[src/rtl/msk_pkg.sv]
// Shared constants and state encoding for the masking randomness source.
package msk_pkg;

    // Fibonacci taps for x^64+x^63+x^61+x^60+1: bits 63, 62, 60, 59
    localparam logic [63:0] LFSR_TAPS     = 64'hD800_0000_0000_0000;
    localparam logic [63:0] ZERO_SEED_SUB = 64'h0000_0000_0000_0001;

    typedef enum logic [1:0] {
        IDLE = 2'd0,
        WARM = 2'd1,
        RUN  = 2'd2
    } state_t;

endpackage

[src/rtl/msk_lfsr_step.sv]
// Unrolled N-step advance of the 64-bit Fibonacci LFSR (combinational).
module msk_lfsr_step #(
    parameter int N = 1
) (
    input  logic [63:0] s,
    output logic [63:0] s_next
);
    import msk_pkg::*;

    always_comb begin
        s_next = s;
        for (int i = 0; i < N; i++) begin
            s_next = {s_next[62:0], ^(s_next & LFSR_TAPS)};
        end
    end

endmodule

[src/rtl/msk_rnd_gen.sv]
// LFSR-based fresh-randomness source for masked gadgets, with seeding,
// warm-up and a transfer budget that requests a reseed when spent.
module msk_rnd_gen #(
    parameter int d            = 2,
    parameter int WARMUP       = 8,
    parameter int RESEED_LIMIT = 65535,
    localparam int n_rnd       = d * (d - 1) / 2
) (
    input  logic             clk,
    input  logic             rst,
    input  logic [63:0]      seed_in,
    input  logic             seed_valid,
    output logic             seed_ready,
    output logic [n_rnd-1:0] rnd_out,
    output logic             rnd_valid,
    input  logic             rnd_ready,
    output logic             reseed_req
);
    import msk_pkg::*;

    localparam logic [7:0]  WU  = 8'(WARMUP);
    localparam logic [15:0] LIM = 16'(RESEED_LIMIT);

    state_t      state;
    state_t      state_n;
    logic [63:0] s;
    logic [63:0] s_adv;
    logic [7:0]  wcnt;
    logic [15:0] tcnt;
    logic        rdy;
    logic        req;
    logic        seed_fire;
    logic        rnd_fire;

    msk_lfsr_step #(.N(n_rnd)) u_step (
        .s      (s),
        .s_next (s_adv)
    );

    assign seed_ready = rdy;
    assign rnd_valid  = (state == RUN);
    // Gated so nothing leaks out of the LFSR outside RUN
    assign rnd_out    = rnd_valid ? s[n_rnd-1:0] : '0;
    assign reseed_req = req;
    assign seed_fire  = seed_valid & rdy;
    assign rnd_fire   = rnd_valid & rnd_ready;

    always_comb begin
        state_n = state;
        case (state)
            IDLE:    state_n = IDLE;
            WARM:    if (wcnt == WU) state_n = RUN;
            RUN:     state_n = RUN;
            default: state_n = IDLE;
        endcase
        if (seed_fire) state_n = WARM;
    end

    always_ff @(posedge clk or posedge rst) begin
        if (rst) state <= IDLE;
        else     state <= state_n;
    end

    // WARM spends one extra cycle at wcnt==WU without advancing
    always_ff @(posedge clk or posedge rst) begin
        if (rst) begin
            s    <= ZERO_SEED_SUB;
            wcnt <= '0;
            tcnt <= '0;
            req  <= 1'b0;
            rdy  <= 1'b0;
        end else begin
            rdy <= 1'b1;
            if (seed_fire) begin
                s    <= (seed_in == '0) ? ZERO_SEED_SUB : seed_in;
                wcnt <= '0;
                tcnt <= '0;
                req  <= 1'b0;
            end else if (state == WARM && wcnt != WU) begin
                s    <= s_adv;
                wcnt <= wcnt + 8'd1;
            end else if (rnd_fire) begin
                s <= s_adv;
                if (tcnt != LIM) tcnt <= tcnt + 16'd1;
                if (tcnt >= LIM - 16'd1) req <= 1'b1;
            end
        end
    end

endmodule
[config.mk]
export PLATFORM = sky130hd
export DESIGN_NAME = msk_rnd_gen
export DESIGN_NICKNAME = d
export VERILOG_FILES = /design/src/rtl/msk_pkg.sv /design/src/rtl/msk_lfsr_step.sv /design/src/rtl/msk_rnd_gen.sv
export SDC_FILE = /design/constraint.sdc
export NUM_CORES = 1
export LEC_CHECK = 0
export CAP_MARGIN = 10
export CORE_UTILIZATION = 45
export CTS_CLUSTER_DIAMETER = 60
export DETAILED_ROUTE_END_ITERATION = 12
export PLACE_DENSITY = 0.72
export SLEW_MARGIN = 15
export SYNTH_ARGS = -nofsm -noshare
export SYNTH_HDL_FRONTEND = slang
export SYNTH_SLANG_ARGS = --single-unit
[constraint.sdc]
create_clock -name clk -period 3.55 [get_ports clk]
set_clock_uncertainty 0.15 [all_clocks]
set_input_delay 1.065 -clock clk [delete_from_list [all_inputs] [get_ports clk]]
set_output_delay 1.065 -clock clk [all_outputs]
set_load 0.02 [all_outputs]
=== Word level (Yosys, flattened, before mapping) ===
Cells that the tools add are included.

* Bits in registers: 92
* Input port bits: 68
* Output and inout port bits: 4
* Word-level logic and storage cells: 46

* Add/sub/neg operators: 2
* $lt $le $gt $ge: 1
* Equality and inequality tests: 7
* Muxes and demuxes: 18
* Bitwise gates (word level): 2
* Reductions and logical operators: 10

{| class="wikitable"
|+ Operator list
! cell !! count
|-
| 64-bit two-way mux || 4
|-
| 64-bit zero test || 1
|-
| 16-bit two-way mux || 4
|-
| 64-bit XOR reduction || 1
|-
| 16-bit by 1-bit adder with 16-bit output (second input constant) || 1
|-
| 16-bit >= comparator (second input constant) || 1
|-
| 8-bit two-way mux || 2
|-
| 16-bit inequality test (second input constant) || 1
|-
| 8-bit by 1-bit adder with 8-bit output (second input constant) || 1
|-
| 8-bit by 4-bit equality test with 1-bit output (second input constant) || 1
|-
| 8-bit by 4-bit inequality test with 1-bit output (second input constant) || 1
|-
| 2-bit nonzero test || 4
|-
| 3-bit AND reduction || 2
|-
| 1-bit two-way mux || 5
|-
| 2-bit two-way mux || 2
|-
| 2-bit case mux with 2 select lines || 1
|-
| 3-bit inequality test (second input constant) || 1
|-
| 3-bit nonzero test || 1
|-
| 1-bit bitwise AND || 2
|-
| 2-bit by 1-bit equality test with 1-bit output (second input constant) || 1
|-
| 2-bit equality test (second input constant) || 1
|-
| 2-bit inequality test (second input constant) || 1
|-
| 1-bit logical AND || 1
|}

=== Logic depth before layout (Yosys ltp) ===
* Word-level depth: 5
* Gate-level depth with buffers: 9
* Gate-level depth less buffers: 7

=== Modules after synthesis ===
Synthesis repeated with hierarchy kept, for this count alone.

* Cells, all modules: 607
* Area, all modules: 5,701.7 um^2

{| class="wikitable"
|+ Modules (own cells, without submodules)
! module !! times used !! cells an instance !! area each (um^2)
|-
| msk_rnd_gen || 1 || 541 || 5,202.5
|-
| msk_lfsr_step || 1 || 66 || 499.2
|}

=== Worst setup path after synthesis ===
OpenSTA, ideal clock, no wires.

* Path type: in2reg
* Start point: input rnd_ready
* End point: register tcnt[10]
* Setup time: 66 ps
* Arrival: 2,332 ps
* Path slack: 1,002 ps
* Stages on the path: 5
* Buffers on the path: 0
* Cells stage by stage: nand2_1 > or3_1 > or3_4 > or4_1 > nand2_1

* Word-level cells in the longest chain between the ends: 3

{| class="wikitable"
|+ Ends and longest elaborated chain
! what !! RTL line !! source
|-
| start, declared || msk_rnd_gen.sv:16 || <nowiki>input logic rnd_ready,</nowiki>
|-
| 1-bit bitwise AND || msk_rnd_gen.sv:46 || <nowiki>assign rnd_fire = rnd_valid & rnd_ready;</nowiki>
|-
| 2-bit nonzero test (no source line) || n/a ||
|-
| 3-bit AND reduction (no source line) || n/a ||
|-
| end signal, assigned || msk_rnd_gen.sv:84 || <nowiki>if (tcnt != LIM) tcnt <= tcnt + 16'd1;</nowiki>
|-
| end, declared || msk_rnd_gen.sv:29 || <nowiki>logic [15:0] tcnt;</nowiki>
|}

Every way passes these cells.
A chain may end at the register's enable or synchronous reset.

=== Worst setup path in the final report ===
* Start point: register state[0]
* End point: output rnd_out

* Word-level cells in the longest chain between the ends: 2

{| class="wikitable"
|+ Ends and longest elaborated chain
! what !! RTL line !! source
|-
| start, declared || msk_rnd_gen.sv:24 || <nowiki>state_t state;</nowiki>
|-
| start signal, assigned || msk_rnd_gen.sv:61 || <nowiki>else state <= state_n;</nowiki>
|-
| 2-bit equality test || msk_rnd_gen.sv:41 || <nowiki>assign rnd_valid = (state == RUN);</nowiki>
|-
| 1-bit two-way mux || msk_rnd_gen.sv:43 || <nowiki>assign rnd_out = rnd_valid ? s[n_rnd-1:0] : '0;</nowiki>
|-
| end, declared || msk_rnd_gen.sv:14 || <nowiki>output logic [n_rnd-1:0] rnd_out,</nowiki>
|}

Every way passes these cells.

==> flow_metrics.py <==
metrics = {
    "hold_path": {
        "hold_path_depth": 2,
        "hp-class": "reg -> reg",
        "hold_end": "reseed_req",
        "hp-start": "reseed_req",
    },
    "routing": {
        "vias_per_cell": 5.43,
        "vias": 3945,
        "drt_iter0_markers": 193,
        "ant_nets": 0,
        "routed_wirelength_mm": 10.5,
        "drt_pass1_iterations": 5,
        "drcViolationCount": 0,
        "wire_per_inst_um": 14.4,
    },
    "synthesis": {
        "async_reset_ff_share_pct": 100,
        "synth_edf_count": 0,
        "syn_area_mm2": 0.00452,
        "seq_area_frac_synth_pct": 51.0,
        "ys_ff_latch": 92,
        "synth_area_per_cell_um2": 8.50,
        "yosysUniqueCellTypes": 39,
        "synth_ff_type": "dfrtp_1",
        "yosysWarnings": 0,
        "syn_nets": 605,
        "postSynthCellCount": 531,
    },
    "cts": {
        "clk_pin_slew_worst_paths_ns": 0.09,
        "clk_latency_ns": 0.37,
        "cts_buffer_depth": 2,
        "clock_sinks": 92,
        "cts_tree": "built",
        "htreeDepth": 3,
        "cts_buffers": 9,
        "postCtsHoldBufs": 0,
        "cts-resized-gates": 0,
        "cts-root-buf": "clkbuf_8",
        "cts_setup_buffers": 0,
    },
    "critical_path": {
        "path_cells": "inv_1 > ha_1 > and2_1 > clkdlybuf4s50_1",
        "crit_buf_inv": 2,
        "cp_max_fo": 3,
        "cpPeakStageDelay_ns": 0.60,
        "path_class": "reg -> out",
        "arrival_ns": 1.77,
        "cp.required_ns": 2.33,
        "endpoint_kind": "output pin",
        "r2r-start": "wcnt[0]",
        "start_kind": "register",
        "slowest_stage": "clkdlybuf4s50_1",
        "r2r_end": "s[0]",
        "r2r_setup_slack_ns": 0.78,
        "cp_top_family": "buffers and inverters",
        "r2r_cells": 9,
    },
    "run_status": {
        "status": "finished clean",
    },
    "layout": {
        "drive_gt1_share_pct": 6.07,
        "syn2layout_area_growth_pct": 23.5,
        "num_antenna_cells": 0,
        "final_common_cell": "nand2_1",
        "final_nets": 662,
        "final_cell_mix": "135 x nand2_1, 91 x dfrtp_1, 88 x nor2_1",
        "fill_cells": 905,
    },
    "placement": {
        "hpwl_mm": 7.09,
        "gp_congestion": 0.806,
        "numPortBuffers": 71,
    },
    "timing": {
        "min_period_ns": 2.99,
        "worst_slew_pin_slew_ns": 0.892,
        "hold_viol": 0,
        "fmax_ghz": 0.335,
        "setup_viol": 0,
        "setup_tns_ns": 0,
        "grt_setup_unrepaired": "false",
        "post-route-period-util_pct": 84.1,
        "slew_headroom_pct": 40.0,
        "maxSlewViolCount": 0,
    },
    "pwr": {
        "vdd_drop_max_uv": 324,
        "powerDensity_mw_per_mm2": 611,
        "power_mw": 3.41,
        "leakage_nw": 2.32,
    },
    "die": {
        "dieArea_mm2": 0.0104,
        "start_util_pct": 46.4,
        "fp.dieW_um": 102,
        "core_mm2": 0.00973,
        "chipHeight_um": 102,
        "io_pins": 72,
        "rows": 36,
    },
    "global_route": {
        "antenna_found_initial": 0,
        "grt_pass1_vias": 3697,
        "grt_pass1_wl_mm": 17.1,
        "grt.total_usage_pct": 21.1,
        "overflow": 0,
        "grt_max_degree": 129,
    },
    "job": {
        "drv_cap": 0,
    },
}
-- tightest hold or removal path, cell delays in order, from the launching register on --
cell and delay [ns]:
dfrtp_1 0.36, a21oi_1 0.04, nor2_1 0.08
-- worst max-delay path by stage --
stage / depth (start not counted) / startpoint / slack [ns] / to
after global routing: 4 / state[0] / 0.48 / rnd_out
after CTS: 4 / state[0] / 0.54 / rnd_out
after global placement: 6 / rnd_ready / 0.54 / tcnt[10]
after detailed placement: 6 / rnd_ready / 0.50 / tcnt[10]
after floorplan: 5 / rnd_ready / 1.00 / tcnt[10]
final: 4 / state[0] / 0.56 / rnd_out
-- metrics by stage --
stage / instance area (µm²) / instances / util [%] / hold WS, ns / worst slack (ns)
floorplan: 4520 / 531 / - / 0.326 / 1.00
global placement: 5370 / 710 / 55.2 / 0.335 / 0.538
detailed placement: 5370 / 710 / 55.2 / 0.344 / 0.500
CTS: 5580 / 726 / 57.3 / 0.374 / 0.536
global route: 5580 / 726 / 57.3 / 0.409 / 0.480
finish: 5580 / 726 / 57.3 / 0.377 / 0.564
-- layout make-up --
cell class | count | area (µm²) | area share (%)
Sequential cell | 92 | 2300 | 41.3
Multi-Input combinational cell | 398 | 2050 | 36.8
Timing Repair Buffer | 81 | 823 | 14.8
Tap cell | 133 | 166 | 2.98
Clock buffer | 9 | 124 | 2.22
Clock inverter | 7 | 82.6 | 1.48
Inverter | 6 | 26.3 | 0.471
-- synthesized netlist by cell type, drive strengths merged (3+ instances only) --
library cell  count  area share (%)
nand2           136              11
dfrtp            91              50
nor2             88             7.3
a31oi            64             8.9
clkbuf           26             2.2
nor4             26             3.6
xnor2            15             2.9
nand4            12             1.8
buf               9            0.97
nand3             8             1.0
ha                6             1.7
inv               6            0.50
nor3              5            0.55
xor2              5            0.97
a21oi             4            0.44
or3               4            0.67
and4              3            0.61
-- kinds of logic (layout without fill, tap and decap cells) --
kind of cell / after synthesis / in the layout / share of synthesized area, %
AO/OA/AOI/OAI: 79 / 79 / 11.2
flip-flops: 92 / 92 / 51.0
adder cells (fa/ha/maj): 6 / 6 / 1.66
other: 1 / 1 / 0.0830
AND/OR/NAND/NOR: 292 / 292 / 28.5
buffers and inverters: 41 / 103 / 3.63
XOR/XNOR: 20 / 20 / 3.88
-- routing by layer --
layer	GRT usage, %	wire (µm)	vias up
met3	4.17	437	13
met1	27.8	4710	1892
met4	7.36	177	0
li1	-	-	1950
met5	0	0	-
met2	34.8	5160	90
-- state kept, by name, summed over array words and instances, names as in the netlist --
register and count:
reseed_req 1, seed_ready 1, wcnt 8, s 64, tcnt 16, state 2
-- power breakdown --
part | internal (mW) | leakage [nW] | switching, mW
Sequential | 1.44 | 1.09 | 0.242
Combinational | 0.447 | 1.13 | 0.540
Clock | 0.339 | 0.104 | 0.404
Note: power is estimated with default switching activity, not from simulation.
